[config.mk]
export PLATFORM = sky130hd
export DESIGN_NAME = chess_time_display_flat
export DESIGN_NICKNAME = d
export VERILOG_FILES = /design/src/rtl/chess_display_pkg.sv /design/src/rtl/chess_time_display_if.sv /design/src/rtl/time_to_bcd.sv /design/src/rtl/chess_time_display.sv /design/src/flat_wrapper.sv
export SDC_FILE = /design/constraint.sdc
export NUM_CORES = 1
export LEC_CHECK = 0
export ABC_AREA = 1
export CORE_AREA = 2 2 131 133
export DETAILED_ROUTE_END_ITERATION = 10
export DIE_AREA = 0 0 133 135
export GPL_TIMING_DRIVEN = 0
export PLACE_DENSITY = 0.76
export SLEW_MARGIN = 20
export SYNTH_ARGS = -nofsm -noshare
export SYNTH_HDL_FRONTEND = slang
export SYNTH_SLANG_ARGS = --single-unit
[constraint.sdc]
create_clock -name clk -period 3.9 [get_ports clk]
set_input_delay 0.78 -clock clk [delete_from_list [all_inputs] [get_ports clk]]
set_output_delay 0.78 -clock clk [all_outputs]
set_load 0.01 [all_outputs]
[src/rtl/chess_display_pkg.sv]
// Shared constants and types for the chess clock display: segment codes,
// the time clamp and the BCD converter state encoding.
package chess_display_pkg;

  localparam logic [6:0] SEG_0   = 7'h40;
  localparam logic [6:0] SEG_1   = 7'h79;
  localparam logic [6:0] SEG_2   = 7'h24;
  localparam logic [6:0] SEG_3   = 7'h30;
  localparam logic [6:0] SEG_4   = 7'h19;
  localparam logic [6:0] SEG_5   = 7'h12;
  localparam logic [6:0] SEG_6   = 7'h02;
  localparam logic [6:0] SEG_7   = 7'h78;
  localparam logic [6:0] SEG_8   = 7'h00;
  localparam logic [6:0] SEG_9   = 7'h10;
  localparam logic [6:0] SEG_OFF = 7'h7F;

  // Largest time that still fits in MM:SS (99:59)
  localparam logic [15:0] TIME_CLAMP = 16'd5999;

  typedef enum logic [2:0] {
    LOAD,
    MIN,
    MTEN,
    STEN,
    COMMIT
  } conv_state_t;

  function automatic logic [6:0] seg_decode(input logic [3:0] bcd);
    logic [6:0] code;
    case (bcd)
      4'd0:    code = SEG_0;
      4'd1:    code = SEG_1;
      4'd2:    code = SEG_2;
      4'd3:    code = SEG_3;
      4'd4:    code = SEG_4;
      4'd5:    code = SEG_5;
      4'd6:    code = SEG_6;
      4'd7:    code = SEG_7;
      4'd8:    code = SEG_8;
      4'd9:    code = SEG_9;
      default: code = SEG_OFF;
    endcase
    return code;
  endfunction

endpackage

[src/rtl/chess_time_display_if.sv]
// Bus carrying both players' remaining time and out-of-time flags from
// the chess clock core to the display.
interface chess_time_display_if;

  logic [15:0] player1_time;
  logic [15:0] player2_time;
  logic        player1_flag;
  logic        player2_flag;

  modport master (
    output player1_time,
    output player2_time,
    output player1_flag,
    output player2_flag
  );

  modport slave (
    input player1_time,
    input player2_time,
    input player1_flag,
    input player2_flag
  );

endinterface

[src/rtl/time_to_bcd.sv]
// Sequential seconds-to-MM:SS BCD converter using repeated subtraction,
// alternating between the two players forever.
module time_to_bcd
  import chess_display_pkg::*;
(
  input  logic        clk,
  input  logic        reset,
  input  logic [15:0] player1_time,
  input  logic [15:0] player2_time,
  output logic [15:0] p1_digits,
  output logic [15:0] p2_digits,
  output logic        conv_done
);

  conv_state_t state, next_state;
  logic        player;
  logic [15:0] w;
  logic [6:0]  m;
  logic [3:0]  mt;
  logic [3:0]  st;
  logic [15:0] sel_time;
  logic [15:0] clamped;
  logic        commit;

  always_ff @(posedge clk or posedge reset) begin
    if (reset) state <= LOAD;
    else       state <= next_state;
  end

  always_comb begin
    next_state = state;
    case (state)
      LOAD:    next_state = MIN;
      MIN:     if (w < 16'd60) next_state = MTEN;
      MTEN:    if (m < 7'd10)  next_state = STEN;
      STEN:    if (w < 16'd10) next_state = COMMIT;
      COMMIT:  next_state = LOAD;
      default: next_state = LOAD;
    endcase
  end

  always_comb begin
    sel_time = player ? player2_time : player1_time;
    clamped  = (sel_time > TIME_CLAMP) ? TIME_CLAMP : sel_time;
    commit   = (state == COMMIT);
  end

  // The working registers are private; the digit registers only move at
  // COMMIT so the display never shows a half-finished conversion.
  always_ff @(posedge clk or posedge reset) begin
    if (reset) begin
      player    <= 1'b0;
      w         <= '0;
      m         <= '0;
      mt        <= '0;
      st        <= '0;
      p1_digits <= '0;
      p2_digits <= '0;
      conv_done <= 1'b0;
    end else begin
      conv_done <= commit;
      case (state)
        LOAD: begin
          w  <= clamped;
          m  <= '0;
          mt <= '0;
          st <= '0;
        end
        MIN: if (w >= 16'd60) begin
          w <= w - 16'd60;
          m <= m + 7'd1;
        end
        MTEN: if (m >= 7'd10) begin
          m  <= m - 7'd10;
          mt <= mt + 4'd1;
        end
        STEN: if (w >= 16'd10) begin
          w  <= w - 16'd10;
          st <= st + 4'd1;
        end
        COMMIT: begin
          if (player) p2_digits <= {mt, m[3:0], st, w[3:0]};
          else        p1_digits <= {mt, m[3:0], st, w[3:0]};
          player <= ~player;
        end
        default: ;
      endcase
    end
  end

endmodule

[src/rtl/chess_time_display.sv]
// Eight-digit multiplexed 7-segment display for both chess clock players,
// with per-player blinking when a flag falls and a global blank.
module chess_time_display
  import chess_display_pkg::*;
#(
  parameter int REFRESH_DIV = 1000,
  parameter int BLINK_DIV   = 25000000
) (
  input  logic                  clk,
  input  logic                  reset,
  chess_time_display_if.slave   time_bus,
  input  logic                  blank,
  output logic [7:0]            an,
  output logic [6:0]            seg,
  output logic                  dp,
  output logic [15:0]           p1_digits,
  output logic [15:0]           p2_digits,
  output logic                  conv_done
);

  localparam int RW = (REFRESH_DIV > 1) ? $clog2(REFRESH_DIV) : 1;
  localparam int BW = (BLINK_DIV > 1) ? $clog2(BLINK_DIV) : 1;

  logic [RW-1:0] refresh_cnt;
  logic [BW-1:0] blink_cnt;
  logic [2:0]    idx;
  logic          blink_on;
  logic          refresh_wrap;
  logic          blink_wrap;
  logic [3:0]    digit;
  logic          owner_flag;
  logic          hide;
  logic [7:0]    an_next;
  logic [6:0]    seg_next;
  logic          dp_next;

  time_to_bcd u_conv (
    .clk          (clk),
    .reset        (reset),
    .player1_time (time_bus.player1_time),
    .player2_time (time_bus.player2_time),
    .p1_digits    (p1_digits),
    .p2_digits    (p2_digits),
    .conv_done    (conv_done)
  );

  assign refresh_wrap = (refresh_cnt == RW'(REFRESH_DIV - 1));
  assign blink_wrap   = (blink_cnt == BW'(BLINK_DIV - 1));

  always_ff @(posedge clk or posedge reset) begin
    if (reset) begin
      refresh_cnt <= '0;
      blink_cnt   <= '0;
      idx         <= '0;
      blink_on    <= 1'b1;
    end else begin
      refresh_cnt <= refresh_wrap ? '0 : refresh_cnt + RW'(1);
      blink_cnt   <= blink_wrap ? '0 : blink_cnt + BW'(1);
      if (refresh_wrap) idx <= idx + 3'd1;
      if (blink_wrap) blink_on <= ~blink_on;
    end
  end

  // Left half belongs to player 1, right half to player 2; the colon sits
  // after each player's minutes digit.
  always_comb begin
    digit = 4'h0;
    case (idx)
      3'd0: digit = p1_digits[15:12];
      3'd1: digit = p1_digits[11:8];
      3'd2: digit = p1_digits[7:4];
      3'd3: digit = p1_digits[3:0];
      3'd4: digit = p2_digits[15:12];
      3'd5: digit = p2_digits[11:8];
      3'd6: digit = p2_digits[7:4];
      3'd7: digit = p2_digits[3:0];
      default: digit = 4'h0;
    endcase
    owner_flag = idx[2] ? time_bus.player2_flag : time_bus.player1_flag;
    hide       = blank || (!blink_on && owner_flag);
    an_next    = hide ? 8'hFF : ~(8'h80 >> idx);
    seg_next   = hide ? SEG_OFF : seg_decode(digit);
    dp_next    = hide ? 1'b1 : (idx[1:0] != 2'd1);
  end

  always_ff @(posedge clk or posedge reset) begin
    if (reset) begin
      an  <= 8'hFF;
      seg <= SEG_OFF;
      dp  <= 1'b1;
    end else begin
      an  <= an_next;
      seg <= seg_next;
      dp  <= dp_next;
    end
  end

endmodule

[src/flat_wrapper.sv]
// flat-port wrapper written by rule: the top's interface ports become plain ports
module chess_time_display_flat import chess_display_pkg::*;
#(
  parameter int REFRESH_DIV = 1000,
  parameter int BLINK_DIV   = 25000000
)
  (clk, reset, blank, an, seg, dp, p1_digits, p2_digits, conv_done, time_bus_player1_time, time_bus_player2_time, time_bus_player1_flag, time_bus_player2_flag);
  chess_time_display_if time_bus_i ();
  input  logic clk;
  input  logic reset;
  input  logic blank;
  output logic [7:0] an;
  output logic [6:0] seg;
  output logic dp;
  output logic [15:0] p1_digits;
  output logic [15:0] p2_digits;
  output logic conv_done;
  input wire logic [$bits(time_bus_i.player1_time)-1:0] time_bus_player1_time;
  input wire logic [$bits(time_bus_i.player2_time)-1:0] time_bus_player2_time;
  input wire logic [$bits(time_bus_i.player1_flag)-1:0] time_bus_player1_flag;
  input wire logic [$bits(time_bus_i.player2_flag)-1:0] time_bus_player2_flag;
  assign time_bus_i.player1_time = time_bus_player1_time;
  assign time_bus_i.player2_time = time_bus_player2_time;
  assign time_bus_i.player1_flag = time_bus_player1_flag;
  assign time_bus_i.player2_flag = time_bus_player2_flag;
  chess_time_display #(.REFRESH_DIV(REFRESH_DIV), .BLINK_DIV(BLINK_DIV)) u_core (.clk(clk), .reset(reset), .time_bus(time_bus_i), .blank(blank), .an(an), .seg(seg), .dp(dp), .p1_digits(p1_digits), .p2_digits(p2_digits), .conv_done(conv_done));
endmodule
==> run metrics <==
post-CTS setup buffers=0; crit path kind=flip-flop to output port; Die Width=133 µm; # setup viols final=0; initial antenna violation count=0; routed len/inst=13.5 µm; Core ar.=16,400 µm²; fraction of synthesized cell area taken by the top area cell type=0.361; Clk Latency, worst-skew pair=0.43 ns; post-synthesis sequential area ratio=0.421; first-pass GRT wire length=31,200 µm; Peak VDD IR=0.355 mV; CP peak stage delay=0.53 ns; Synth async-reset ratio=1.00; status=finished, final reports clean; row cnt=47; via/cell ratio=5.08; Critical Path AT=1.47 ns; clock buffer count from CTS=17; die area=18,000 µm²; Starting DRT DRC Count=471; number of enable flip-flop cells after synthesis=0; Synth Net Count=1,042; Worst-Margin Slew=0.786 ns; max layer used=met4; Detail Placement HPWL=13,700 µm; PostCTS Resize Cnt=0; largest cells by area after synthesis=dfrtp_1 (36%), nand2_1 (16%), dfstp_2 (6.1%); TritonCTS sink count=123; critical path capture point type=output port; Final min period=2.25 ns; PD cells=511 nW/µm²; worst min path class=flip-flop to flip-flop; Fin Hold WS=0.473 ns; Detailed Route WL=17,900 µm; Layout area overhead=24.6%; CTS H-tree depth=4; DRC viols=0; unrepaired setup endpoints after global routing=no; Crit Path Max Fanout=1; gpl congestion=0.961; maximum number of pins on one net before global-route repair=32; slew margin rel.=0.472; CTS tree=done; number of synthesized register bits=123; Pleak=4.27 nW; grt ovf=0; die height=135 µm; crit path cell chain=clkdlybuf4s50_1; Req. time, crit path=3.12 ns; Global Route Usage Sum=0.215; Post-layout nets=1,150; IO Count=86; Reg clk slew, reported paths=0.06 ns; antenna-violating nets left=0; Max Clk Rate=445 MHz; Bufs and invs on worst path=1; startpoint class of the critical path=flip-flop; Mapped Area=7350 µm²; Syn. warnings=0; leading area contributor after synthesis=dfrtp_1; Register Area=3100 µm²; Synth Flop Type=dfrtp_1; port bufs=85; M1 wire length=8000 µm; Design Area, Final=9160 µm²; Max-Cap Viols=0; fraction of layout cells with a size suffix above 1=0.119; TNS Setup=0 ns; area of the multi-input gates=3690 µm²; Final Hold Viols=0; Final period util=0.576; DR WL met3=993 µm; Fillers=1,486; clk buf depth=2; Hold Buf Count CTS=0; Synth cell types=49; Synth Instances=984; Placed Area=8570 µm²; syn_area_per_cell=7.47 µm²; skew final=0.00926 ns; CTS root buffer=clkbuf_16; vias in the first global route=6,555; Initial Utilization=0.448; met2 wire len=8550 µm; ANT cells=0; Top delay family on crit path=buffers and inverters; CP max-delay cell=clkdlybuf4s50_1; total number of vias=6,736; Pre-Repair DR Iteration Count=5; Slew Limit Fails=0
Yosys cell counts, drive strengths merged, types with 3 or more instances:
cell type,n
clkbuf,8
nor3,25
buf,11
nor3b,6
nand3b,4
o22ai,3
dfrtp,106
o21ai,85
or2,6
nand4,17
xor2,20
nor2,119
mux2i,4
xnor2,4
inv,111
a21oi,21
ha,21
nand3,65
dfstp,17
nand2,318
cell families after synthesis:
logic type                 after synthesis  share of synthesized area
AOI/OAI and AO/OA                      118                     0.0883
buffers and inverters                  131                     0.0769
xor gates and xnor gates                24                     0.0286
adders and majority gates               21                     0.0357
muxes                                    4                    0.00545
DFF                                    123                      0.421
and+or+nand+nor                        563                      0.344
cells in the final DEF, fill, tap and decap left out, drive strengths merged, types with 15 or more instances in the layout:
master,count
nand2,318
nor2,119
inv,115
dfrtp,106
clkdlybuf4s50,85
o21ai,85
nand3,65
nor3,25
clkbuf,25
ha,21
a21oi,21
xor2,20
nand4,17
dfstp,17
buf,15
stage by stage:
stage	power, mW	utilization	std cells	worst slack, ns
after global routing	5.00	0.558	1325	1.55
final	4.69	0.558	1325	1.65
after detailed placement	3.12	0.522	1293	1.64
after CTS	4.70	0.558	1325	1.64
after floorplan	2.73	-	984	1.62
after global placement	3.08	0.517	1289	0.489
final cells by class:
class / count / area share
buffer: 19 / 0.0147
multi-input combinational: 730 / 0.403
timing repair buffer: 89 / 0.102
clock inverter: 15 / 0.0182
inverter: 112 / 0.0474
clock buffer: 17 / 0.0464
sequential: 123 / 0.338
tap: 220 / 0.0300
worst reg2reg max path: cells and delay by family (launching register included):
kind / cells / cell delay, ns
adders and majority gates: 3 / 0.81
DFF: 1 / 0.43
and+or+nand+nor: 9 / 0.78
buffers and inverters: 1 / 0.09
where the power goes:
part           leakage, nW  switching [mW]  internal [mW]
sequential            1.59           0.183           1.42
combinational         2.39           0.974          0.542
clock                0.287           0.611          0.951
sequential cells by signal, summed over array words and instances, names as in the netlist, 7 cells and up:
name and cells:
u_core.u_conv.w 16, u_core.u_conv.m 7, u_core.u_conv.p1_digits 16, u_core.blink_cnt 25, u_core.seg 7, u_core.an 8, u_core.refresh_cnt 10, u_core.u_conv.p2_digits 16
metal layers:
layer,up-vias,track usage
li1,3390,-
met1,3110,0.277
met2,205,0.362
met3,31,0.0435
met4,0,0.0747
met5,-,0
final timing paths:
path	start	end	slack (ns)	cells past startpoint
min in group asynchronous	reset	u_core.blink_cnt[7]$_DFF_PP0_	0.72	2
max in group asynchronous	reset	u_core.u_conv.w[2]$_DFFE_PP0P_	2.46	4
max reg2reg	u_core.idx[0]$_DFFE_PP0N_	u_core.seg[3]$_DFF_PP1_	1.71	13
max	u_core.dp$_DFF_PP1_	dp	1.65	1
min reg2reg	u_core.refresh_cnt[0]$_DFF_PP0_	u_core.refresh_cnt[0]$_DFF_PP0_	0.47	1
min	u_core.refresh_cnt[0]$_DFF_PP0_	u_core.refresh_cnt[0]$_DFF_PP0_	0.47	1
Note: power is estimated with default switching activity, not from simulation.
